<file path="src/rtl/matmul_job_sequencer.sv">
// matmul_job_sequencer: APB master that runs one matrix-multiply job.
// Writes the control word (start bit forced high) to the accelerator, waits
// for busy to rise and then fall, reads the flags register back, then pulses
// done_o with an error code.
// Ports:
//   clk_i, rst_i              clock, asynchronous active-high reset
//   job_valid_i/job_ready_o   job handshake; job_ctrl_i sampled on accept
//   done_o, err_o, flags_o    completion pulse, error code, flags read-back
//   psel_o .. paddr_o         APB master request signals
//   pready_i, pslverr_i,
//   prdata_i                  APB slave response
//   busy_i                    accelerator busy
module matmul_job_sequencer #(
  parameter int unsigned BUS_WIDTH      = 32,
  parameter int unsigned ADDR_WIDTH     = 16,
  parameter int unsigned MAX_DIM        = 4,
  parameter int unsigned CTRL_ADDR      = 32'h0000,
  parameter int unsigned FLAGS_ADDR     = 32'h0010,
  parameter int unsigned START_BIT      = 0,
  parameter int unsigned TIMEOUT_CYCLES = 4096
) (
  input  logic                  clk_i,
  input  logic                  rst_i,
  input  logic                  job_valid_i,
  output logic                  job_ready_o,
  input  logic [BUS_WIDTH-1:0]  job_ctrl_i,
  output logic                  done_o,
  output logic [1:0]            err_o,
  output logic [BUS_WIDTH-1:0]  flags_o,
  output logic                  psel_o,
  output logic                  penable_o,
  output logic                  pwrite_o,
  output logic [MAX_DIM-1:0]    pstrb_o,
  output logic [BUS_WIDTH-1:0]  pwdata_o,
  output logic [ADDR_WIDTH-1:0] paddr_o,
  input  logic                  pready_i,
  input  logic                  pslverr_i,
  input  logic [BUS_WIDTH-1:0]  prdata_i,
  input  logic                  busy_i
);

  // Counter only needs to reach TIMEOUT_CYCLES-1; it saturates at all-ones.
  localparam int unsigned CNT_W = (TIMEOUT_CYCLES < 2) ? 1 : $clog2(TIMEOUT_CYCLES);

  localparam logic [BUS_WIDTH-1:0] START_MASK = BUS_WIDTH'(1) << START_BIT;

  localparam logic [1:0] ERR_OK      = 2'd0;
  localparam logic [1:0] ERR_SLV     = 2'd1;
  localparam logic [1:0] ERR_START_T = 2'd2;
  localparam logic [1:0] ERR_DONE_T  = 2'd3;

  typedef enum logic [2:0] {
    ST_IDLE,
    ST_WR_SETUP,
    ST_WR_ACCESS,
    ST_WAIT_START,
    ST_WAIT_DONE,
    ST_RD_SETUP,
    ST_RD_ACCESS,
    ST_DONE
  } state_t;

  state_t                  state_q, state_d;
  logic [CNT_W-1:0]        cnt_q, cnt_d, cnt_inc;
  logic                    timeout_hit;
  logic                    ready_d, done_d, psel_d, penable_d, pwrite_d;
  logic [MAX_DIM-1:0]      pstrb_d;
  logic [BUS_WIDTH-1:0]    pwdata_d, flags_d;
  logic [ADDR_WIDTH-1:0]   paddr_d;
  logic [1:0]              err_d;

  assign cnt_inc     = (cnt_q == '1) ? cnt_q : cnt_q + CNT_W'(1);
  assign timeout_hit = (TIMEOUT_CYCLES != 0) && (cnt_q == CNT_W'(TIMEOUT_CYCLES - 1));

  // Next state and next values of every registered output.
  always_comb begin
    state_d   = state_q;
    cnt_d     = '0;
    psel_d    = 1'b0;
    penable_d = 1'b0;
    pwrite_d  = pwrite_o;
    pstrb_d   = pstrb_o;
    pwdata_d  = pwdata_o;
    paddr_d   = paddr_o;
    err_d     = err_o;
    flags_d   = flags_o;

    case (state_q)
      ST_IDLE: begin
        if (job_valid_i && job_ready_o) begin
          state_d  = ST_WR_SETUP;
          psel_d   = 1'b1;
          pwrite_d = 1'b1;
          paddr_d  = ADDR_WIDTH'(CTRL_ADDR);
          pwdata_d = job_ctrl_i | START_MASK;
          pstrb_d  = '1;
          err_d    = ERR_OK;
          flags_d  = '0;
        end
      end
      ST_WR_SETUP: begin
        state_d   = ST_WR_ACCESS;
        psel_d    = 1'b1;
        penable_d = 1'b1;
      end
      ST_WR_ACCESS: begin
        psel_d    = 1'b1;
        penable_d = 1'b1;
        if (pready_i) begin
          psel_d    = 1'b0;
          penable_d = 1'b0;
          if (pslverr_i) begin
            err_d   = ERR_SLV;
            state_d = ST_DONE;
          end else begin
            state_d = ST_WAIT_START;
          end
        end
      end
      // Busy check has priority over the timeout check.
      ST_WAIT_START: begin
        if (busy_i) begin
          state_d = ST_WAIT_DONE;
        end else if (timeout_hit) begin
          err_d   = ERR_START_T;
          state_d = ST_DONE;
        end else begin
          cnt_d = cnt_inc;
        end
      end
      ST_WAIT_DONE: begin
        if (!busy_i) begin
          state_d  = ST_RD_SETUP;
          psel_d   = 1'b1;
          pwrite_d = 1'b0;
          paddr_d  = ADDR_WIDTH'(FLAGS_ADDR);
          pstrb_d  = '0;
          pwdata_d = '0;
        end else if (timeout_hit) begin
          err_d   = ERR_DONE_T;
          state_d = ST_DONE;
        end else begin
          cnt_d = cnt_inc;
        end
      end
      ST_RD_SETUP: begin
        state_d   = ST_RD_ACCESS;
        psel_d    = 1'b1;
        penable_d = 1'b1;
      end
      ST_RD_ACCESS: begin
        psel_d    = 1'b1;
        penable_d = 1'b1;
        if (pready_i) begin
          psel_d    = 1'b0;
          penable_d = 1'b0;
          flags_d   = prdata_i;
          if (pslverr_i) err_d = ERR_SLV;
          state_d = ST_DONE;
        end
      end
      ST_DONE: begin
        state_d = ST_IDLE;
      end
      default: begin
        state_d = ST_IDLE;
      end
    endcase

    ready_d = (state_d == ST_IDLE) && !busy_i;
    done_d  = (state_d == ST_DONE);
  end

  // State, counter and output registers.
  always_ff @(posedge clk_i or posedge rst_i) begin
    if (rst_i) begin
      state_q     <= ST_IDLE;
      cnt_q       <= '0;
      job_ready_o <= 1'b0;
      done_o      <= 1'b0;
      err_o       <= ERR_OK;
      flags_o     <= '0;
      psel_o      <= 1'b0;
      penable_o   <= 1'b0;
      pwrite_o    <= 1'b0;
      pstrb_o     <= '0;
      pwdata_o    <= '0;
      paddr_o     <= '0;
    end else begin
      state_q     <= state_d;
      cnt_q       <= cnt_d;
      job_ready_o <= ready_d;
      done_o      <= done_d;
      err_o       <= err_d;
      flags_o     <= flags_d;
      psel_o      <= psel_d;
      penable_o   <= penable_d;
      pwrite_o    <= pwrite_d;
      pstrb_o     <= pstrb_d;
      pwdata_o    <= pwdata_d;
      paddr_o     <= paddr_d;
    end
  end

endmodule

</file>
<file path="config.mk">
export PLATFORM = sky130hd
export DESIGN_NAME = matmul_job_sequencer
export DESIGN_NICKNAME = d
export VERILOG_FILES = /design/src/rtl/matmul_job_sequencer.sv
export SDC_FILE = /design/constraint.sdc
export NUM_CORES = 1
export LEC_CHECK = 0
export ABC_AREA = 1
export CAP_MARGIN = 15
export CORE_MARGIN = 5
export CORE_UTILIZATION = 39
export CTS_CLUSTER_DIAMETER = 150
export DETAILED_ROUTE_END_ITERATION = 8
export HOLD_SLACK_MARGIN = 0.03
export PLACE_DENSITY = 0.87
export SLEW_MARGIN = 25
export SYNTH_ARGS = -nofsm -noshare
export SYNTH_HDL_FRONTEND = slang
export SYNTH_SLANG_ARGS = --single-unit
export TNS_END_PERCENT = 100
</file>
<file path="constraint.sdc">
create_clock -name clk_i -period 2.9 [get_ports clk_i]
set_input_delay 0.58 -clock clk_i [delete_from_list [all_inputs] [get_ports clk_i]]
set_output_delay 0.58 -clock clk_i [all_outputs]
set_load 0.05 [all_outputs]
</file>
==> results of run 1 <==
==> flip-flops by register name, indices dropped and copies added, names as in the netlist <==
signal,flops
state_q,3
flags_o,32
cnt_q,12
pstrb_o,1
paddr_o,1
err_o,2
pwdata_o,31
psel_o,1
job_ready_o,1
done_o,1
penable_o,1
==> metal layers <==
metal	up-vias	wire length [um]	share of wire, %
met5	-	0	0
met4	0	209	2.1
met3	22	914	9.2
met2	147	4870	49
met1	1582	3890	39
li1	1655	-	-
==> per-stage QoR <==
| step | total power [W] | area, sq um | utilization, % | hold WS, ns |
|---|---|---|---|---|
| 6_report | 0.00628 | 5500 | 56.7 | 0.475 |
| 5_1_grt | 0.00663 | 5500 | 56.7 | 0.486 |
| 4_1_cts | 0.00632 | 5500 | 56.7 | 0.479 |
| 3_5_place_dp | 0.00547 | 5300 | 54.7 | 0.458 |
| 3_3_place_gp | 0.00538 | 5300 | 54.7 | 0.447 |
| 2_1_floorplan | 0.00433 | 3880 | - | 0.433 |
==> cells in the final DEF, fill, tap and decap left out, types with 3 or more instances in the layout <==
cell / count
a21oi_1: 5
buf_4: 5
clkbuf_8: 9
clkdlybuf4s50_1: 144
clkinvlp_4: 3
conb_1: 15
dfrtp_1: 86
inv_1: 54
nand2_1: 104
nand3_1: 76
nor2_1: 27
o21ai_0: 34
o21ai_1: 3
xor2_1: 3
==> final cells by class <==
| type | instances | area, sq um | area share (%) |
|---|---|---|---|
| Clock inverter | 6 | 72.6 | 1.32 |
| Tap cell | 133 | 166 | 3.03 |
| Sequential cell | 86 | 2150 | 39.2 |
| Inverter | 57 | 215 | 3.92 |
| Multi-Input combinational cell | 280 | 1270 | 23.0 |
| Clock buffer | 9 | 124 | 2.25 |
| Timing Repair Buffer | 150 | 1500 | 27.3 |
==> worst register-to-register path: stages, from the launching register on <==
cell and delay (ns):
dfrtp_1 0.45, nor2_2 0.21, nand2_1 0.11, inv_2 0.42
nand2_1 0.25, o211ai_2 0.12, buf_4 0.34, a21boi_0 0.14
inv_1 0.07
==> logic make-up (layout without fill, tap and decap cells) <==
logic type,count (synthesis),after routing,share of synthesized area [%]
other cells,1,15,0.0980
simple gates,214,214,24.0
compound gates,47,47,6.64
buf+inv,95,222,12.1
xor+xnor,3,3,0.687
flops,86,86,56.2
fa+ha+maj,1,1,0.327
==> path summary, 6_finish.rpt <==
check | startpoint | end | cells past startpoint
max | pstrb_o[2]$_DFFE_PP0P_ | pstrb_o[0] | 1
min | pwdata_o[14]$_DFFE_PP0P_ | pwdata_o[14]$_DFFE_PP0P_ | 2
max reg2reg | state_q[1]$_DFF_PP0_ | paddr_o[4]$_DFFE_PP0P_ | 8
min reg2reg | pwdata_o[14]$_DFFE_PP0P_ | pwdata_o[14]$_DFFE_PP0P_ | 2
max in group asynchronous | rst_i | flags_o[8]$_DFFE_PP0P_ | 3
min in group asynchronous | rst_i | pwdata_o[11]$_DFFE_PP0P_ | 2
==> where the power goes <==
| part | switching [W] | internal, W |
|---|---|---|
| registers | 0.000260 | 0.00161 |
| logic | 0.00248 | 0.00109 |
| clock network | 0.000438 | 0.000400 |
==> out/summary.txt, run 1 <==
Status - completed
Pwr per Cell Area - 1140 nW/um^2
Vias - 3406
Placed insts - 706
CP top delay family - buffers and inverters
Peak Freq - 443 MHz
Data required, critical path - 2.32 ns
Initial antenna violation count - 0
Port-buffer cells - 144
Ys async rst share - 100%
First DRT Iteration DRCs - 263
Congestion Overflow GR - 0
Slew of the pin with the lowest slew margin - 0.547 ns
Max Slew Vio Count - 0
Post-synth top area share - 56.2%
Critical Path Sink Type - primary output
Die area - 11900 sq um
Crit path max-delay cell type - clkdlybuf4s50_1
Total global-route track usage - 16.7%
Post-synth EDFFs - 0
Root buffer cell - clkbuf_8
Die H - 109 um
Post-synth top cells - 104 x nand2_1, 86 x dfrtp_1, 76 x nand3_1, 55 x inv_1, 34 x o21ai_0
Die Span X - 109 um
DRT Pass-1 Iters - 5
Cts hold-fix bufs - 0
Antenna viol nets, final - 0
Synth top area cells - dfrtp_1 56%, nand2_1 10%, nand3_1 9.9%
Post-route DRC - 0
Synth area leader - dfrtp_1
Site row count - 36
Final GP Congestion - 0.876
WP data arrival - 1.68 ns
M2 GR Usage - 28.2%
Drt wl/cell - 13.7 um
Max cap viols - 0
Clock latency on the worst-skew pair - 0.36 ns
Vias/cell - 4.72
CTS Buf Count - 9
Syn_area_per_cell - 8.56 sq um
HP Class - reg -> reg
Layer with the highest usage - met2
Clk slew on worst S/H paths - 0.08 ns
Routing usage on met1 - 20.1%
Fin crit share - 77.9%
Hold Vio Cnt, Final - 0
Vias in the first global route - 3373
TNS Setup - 0 ns
Synth warn - 0
Bufs and invs on worst path - 1
Final wirelength - 9.89 mm
Final worst slack - 0.642 ns
CTS Sinks - 86
Flop2flop setup slack - 0.73 ns
RSZ-0062 raised after global routing - false
# setup viols final - 0
Synthesis-to-layout area growth - 43.6%
Clock Skews - 0.0130 ns
Worst IR drop on VDD - 699 uV
Antenna cells - 0
Critical path type - reg -> out
Worst slew margin - 63.5%
Layout cells sized above 1 - 4.93%
Netlist Area Pre-Place - 3830 sq um
Largest net degree at the start of global routing - 65
Met3 Use GR - 5.09%
Seq cells post-synth - 86
CP Launch Type - flip-flop
First-pass GRT wire length - 15.7 mm
# Post-CTS Setup Buffers - 0
Initial Util - 39.5%
DPL Wire Length - 7.25 mm
Final #Nets - 655
Static leakage - 2.70 nW
Max incr delay on CP - 0.86 ns
Final min period - 2.26 ns
Number of primary I/O pins - 161
H-tree levels - 3
Final non-filler cell total - 721
Top FF cell, synth - dfrtp_1
Top fanout value on the critical path - 7
Fill count - 844
Synth unique cells - 26
DP Worst Slack - 0.756 ns
Critical-path cell list - clkdlybuf4s50_1
CTS Buffer Depth - 2
Gate Count Post-Synth - 447
Post-CTS sizing - 0
Placeable Area - 9680 sq um
Most common cell in the synthesized netlist - nand2_1
Sequential fraction of the synthesis area - 56.2%
CTS tree - yes
(Power assumes the default switching activity.)
==> run 2: changes to the inputs <==
Settings changed: CORE_UTILIZATION 39 to 40, PLACE_DENSITY 0.87 to 0.86.
Clock period 2.9 ns to 2.3 ns, I/O delays scaled along.
==> out/summary.txt, run 2 (synthesis gave the netlist of run 1 again) <==
Reg area - 2150 sq um
First-pass GRT wire length - 15.6 mm
H-tree levels - 3
Data required, critical path - 1.84 ns
Vias in the first global route - 3254
CTS Buf Count - 9
WP data arrival - 1.73 ns
Hold Path Depth - 1
Final #Nets - 656
Root buffer cell - clkbuf_8
Gate power share - 57.5%
CTS tree - yes
CTS Sinks - 86
Max reg flops - 32
Multi-input logic area - 1270 sq um
Max cap viols - 0
TNS Setup - 0 ns
Initial Util - 41.2%
Commonest non-fill, non-tap cell in the layout - clkdlybuf4s50_1
HP Class - reg -> reg
Fin crit share - 95.0%
Sequential share of power - 29.9%
Vias/cell - 4.66
Site row count - 35
Synthesis-to-layout area growth - 43.9%
Largest Register - flags_o
Port-buffer cells - 144
Clk network pwr share - 12.6%
Antenna viol nets, final - 0
Layout cells sized above 1 - 5.25%
Post-route DRC - 0
Congestion Overflow GR - 0
Biggest regs - flags_o x32, pwdata_o x31, cnt_q x12
CP top delay family - buffers and inverters
Critical path type - reg -> out
Vias - 3354
NetSw - 0.00398 W
Clock latency on the worst-skew pair - 0.34 ns
Largest net degree at the start of global routing - 87
Stages on worst setup path - 1
Critical-path cell list - clkdlybuf4s50_1
Switching share of power - 50.5%
Commonest non-fill, non-tap cells in the layout - 144 x clkdlybuf4s50_1, 104 x nand2_1, 86 x dfrtp_1
Initial antenna violation count - 0
Placeable Area - 9280 sq um
Final wirelength - 9.80 mm
Clock Skews - 0.0134 ns
Final Total Pwr - 0.00789 W
DPL Wire Length - 7.33 mm
Power Internal - 0.00391 W
Drt wl/cell - 13.6 um
Hold Vio Cnt, Final - 0
Die area - 11600 sq um
Slew of the pin with the lowest slew margin - 0.560 ns
Worst reg2reg path depth - 6
Die H - 108 um
Post-CTS sizing - 0
Flop2flop setup slack - 0.62 ns
Total global-route track usage - 16.6%
Worst IR drop on VDD - 723 uV
Static leakage - 2.71 nW
Clk slew on worst S/H paths - 0.09 ns
# setup viols final - 0
Status - completed
Number of primary I/O pins - 161
Peak Freq - 458 MHz
Critical Path Sink Type - primary output
Final min period - 2.19 ns
Die Span X - 108 um
Bufs and invs on worst path - 1
Fill count - 812
DRT Pass-1 Iters - 4
Max Slew Vio Count - 0
Final GP Congestion - 0.896
Cts hold-fix bufs - 0
CP Launch Type - flip-flop
Worst slew margin - 62.6%
Top fanout value on the critical path - 7
# Post-CTS Setup Buffers - 0
Max incr delay on CP - 0.88 ns
Crit path max-delay cell type - clkdlybuf4s50_1
CTS Buffer Depth - 2
RSZ-0062 raised after global routing - false
Antenna cells - 0
Pwr per Cell Area - 1430 nW/um^2
First DRT Iteration DRCs - 173
[run 2: cell types whose count changed in the layout (fill, tap and decap cells not counted)]
cell and delta:
buf_12 +1, clkinv_4 +1, inv_8 -1, bufinv_16 -1
inv_6 +1, clkinv_2 -1, clkbuf_8 +2
[run 2: power groups by stage]
stage / Sequential (W) / Combinational (W) / Clock, W
global placement: 0.00236 / 0.00447 / 0
CTS: 0.00236 / 0.00456 / 0.00104
finish: 0.00236 / 0.00453 / 0.000994
detailed placement: 0.00238 / 0.00456 / 0
floorplan: 0.00407 / 0.00139 / 0
global route: 0.00243 / 0.00481 / 0.00109
[run 2: worst paths after layout]
kind	from	to
max in group asynchronous	rst_i	flags_o[21]$_DFFE_PP0P_
min in group asynchronous	rst_i	pwdata_o[10]$_DFFE_PP0P_
hold reg to reg	cnt_q[0]$_DFF_PP0_	cnt_q[0]$_DFF_PP0_
hold / removal	cnt_q[0]$_DFF_PP0_	cnt_q[0]$_DFF_PP0_
setup reg to reg	state_q[1]$_DFF_PP0_	pwdata_o[10]$_DFFE_PP0P_
setup / recovery	pstrb_o[2]$_DFFE_PP0P_	pwrite_o
[run 2: routing by layer]
metal	up-vias	share of wire, %	track usage [%]
li1	1660	-	-
met1	1550	41	20.1
met2	130	51	28.6
met3	14	6.8	4.50
met4	0	1.4	5.32
met5	-	0	0
[run 2: final cells by class]
| type | count | share of cell area [%] |
|---|---|---|
| Inverter | 57 | 3.95 |
| Tap cell | 129 | 2.93 |
| Clock buffer | 11 | 2.75 |
| Clock inverter | 5 | 0.749 |
| Sequential cell | 86 | 39.1 |
| Timing Repair Buffer | 151 | 27.6 |
| Multi-Input combinational cell | 280 | 23.0 |
[run 2: stage by stage]
step,cells,util [%],setup slack [ns],hold slack [ns],instance area [sq um]
6_report,719,59.3,0.115,0.471,5510
5_1_grt,719,59.3,0.0299,0.488,5510
4_1_cts,719,59.3,0.0578,0.469,5510
3_5_place_dp,703,57.3,0.343,0.458,5320
3_3_place_gp,703,57.3,0.397,0.449,5320
2_1_floorplan,461,-,0.846,0.433,3880
==> run 3: changes to the inputs <==
Settings changed: CORE_UTILIZATION 40 to 43, PLACE_DENSITY 0.86 to 0.91.
==> out/summary.txt, run 3 (synthesis gave the netlist of run 1 again) <==
Post-CTS sizing - 0
Die area - 10900 sq um
Slew of the pin with the lowest slew margin - 0.541 ns
CTS Buffer Depth - 2
Crit path max-delay cell type - clkdlybuf4s50_1
Placeable Area - 8680 sq um
Drt wl/cell - 14.4 um
Commonest non-fill, non-tap cells in the layout - 144 x clkdlybuf4s50_1, 104 x nand2_1, 86 x dfrtp_1
CP Launch Type - flip-flop
Final #Nets - 656
Finished Cell Area - 5570 sq um
Critical-path cell list - clkdlybuf4s50_1
Pwr per Cell Area - 1480 nW/um^2
# setup viols final - 0
Post-route DRC - 0
Max Slew Vio Count - 0
Fin crit share - 93.9%
Die Span X - 104 um
Layer with the highest usage - met2
Congestion Overflow GR - 0
Vias in the first global route - 3481
Clock Skews - 0.0154 ns
Antenna cells - 0
Clock latency on the worst-skew pair - 0.35 ns
RSZ-0062 raised after global routing - false
Max reg flops - 32
Static leakage - 2.75 nW
Biggest regs - flags_o x32, pwdata_o x31, cnt_q x12
Root buffer cell - clkbuf_8
Met3 Use GR - 5.77%
Max cap viols - 0
Port-buffer cells - 144
Routing usage on met1 - 22.4%
Data required, critical path - 1.84 ns
Antenna viol nets, final - 0
Vias/cell - 4.84
Peak Freq - 463 MHz
CTS Buf Count - 9
DPL Wire Length - 7.46 mm
Initial antenna violation count - 0
Status - completed
Largest Register - flags_o
Synthesis-to-layout area growth - 45.4%
Vias - 3378
Largest net degree at the start of global routing - 65
Initial Util - 44.1%
Layout cells sized above 1 - 5.25%
First-pass GRT wire length - 16.7 mm
Worst IR drop on VDD - 936 uV
Clk slew on worst S/H paths - 0.10 ns
Flop2flop setup slack - 0.58 ns
Top fanout value on the critical path - 7
DRT Pass-1 Iters - 4
Hold Vio Cnt, Final - 0
First DRT Iteration DRCs - 117
CP top delay family - buffers and inverters
WHS - 0.402 ns
Critical Path Sink Type - primary output
HP Class - in -> async
M2 GR Usage - 30.7%
Bufs and invs on worst path - 1
Fill count - 705
H-tree levels - 3
Placed standard-cell area - 5320 sq um
Final wirelength - 10.0 mm
Site row count - 34
Die H - 104 um
Max incr delay on CP - 0.86 ns
WP data arrival - 1.70 ns
Commonest non-fill, non-tap cell in the layout - clkdlybuf4s50_1
Critical path type - reg -> out
# Post-CTS Setup Buffers - 0
Final min period - 2.16 ns
Worst slew margin - 63.8%
Cts hold-fix bufs - 0
Number of primary I/O pins - 161
CTS tree - yes
CTS Sinks - 86
Final GP Congestion - 0.866
TNS Setup - 0 ns
Total global-route track usage - 18.4%
==> run 3: final cells by class <==
type	instances	area (sq um)	area share [%]
Clock inverter	7	128	2.29
Multi-Input combinational cell	280	1270	22.7
Inverter	57	218	3.91
Tap cell	108	135	2.43
Timing Repair Buffer	151	1540	27.7
Sequential cell	86	2150	38.7
Clock buffer	9	124	2.23
==> run 3: path summary, 6_finish.rpt <==
kind | to | startpoint | depth (start not counted)
hold / removal | pwdata_o[3]$_DFFE_PP0P_ | rst_i | 2
setup / recovery | pstrb_o[3] | pstrb_o[2]$_DFFE_PP0P_ | 1
setup reg to reg | cnt_q[10]$_DFF_PP0_ | cnt_q[0]$_DFF_PP0_ | 8
min in group clk_i | pwdata_o[1]$_DFFE_PP0P_ | pwdata_o[1]$_DFFE_PP0P_ | 2
hold reg to reg | pwdata_o[1]$_DFFE_PP0P_ | pwdata_o[1]$_DFFE_PP0P_ | 2
max in group asynchronous | state_q[1]$_DFF_PP0_ | rst_i | 3
==> run 3: layer usage <==
| metal | wire [um] | share of wire (%) | vias to the layer above |
|---|---|---|---|
| met5 | 0 | 0 | - |
| met4 | 189 | 1.9 | 0 |
| met3 | 829 | 8.3 | 18 |
| met2 | 5060 | 50 | 136 |
| met1 | 3950 | 39 | 1570 |
| li1 | - | - | 1654 |
==> run 3: metrics by stage <==
| stage | worst slack (ns) | power (W) | utilization (%) | cells |
|---|---|---|---|---|
| CTS | 0.117 | 0.00830 | 64.1 | 698 |
| floorplan | 0.846 | 0.00546 | - | 461 |
| global route | 0.0669 | 0.00869 | 64.1 | 698 |
| global placement | 0.427 | 0.00685 | 61.2 | 682 |
| finish | 0.141 | 0.00824 | 64.1 | 698 |
| detailed placement | 0.381 | 0.00697 | 61.2 | 682 |
==> run 3: power breakdown <==
group	internal, W	switching (W)	total (W)
logic	0.00143	0.00313	0.00456
registers	0.00203	0.000326	0.00236
clock network	0.000739	0.000581	0.00132
total	0.00421	0.00403	0.00824
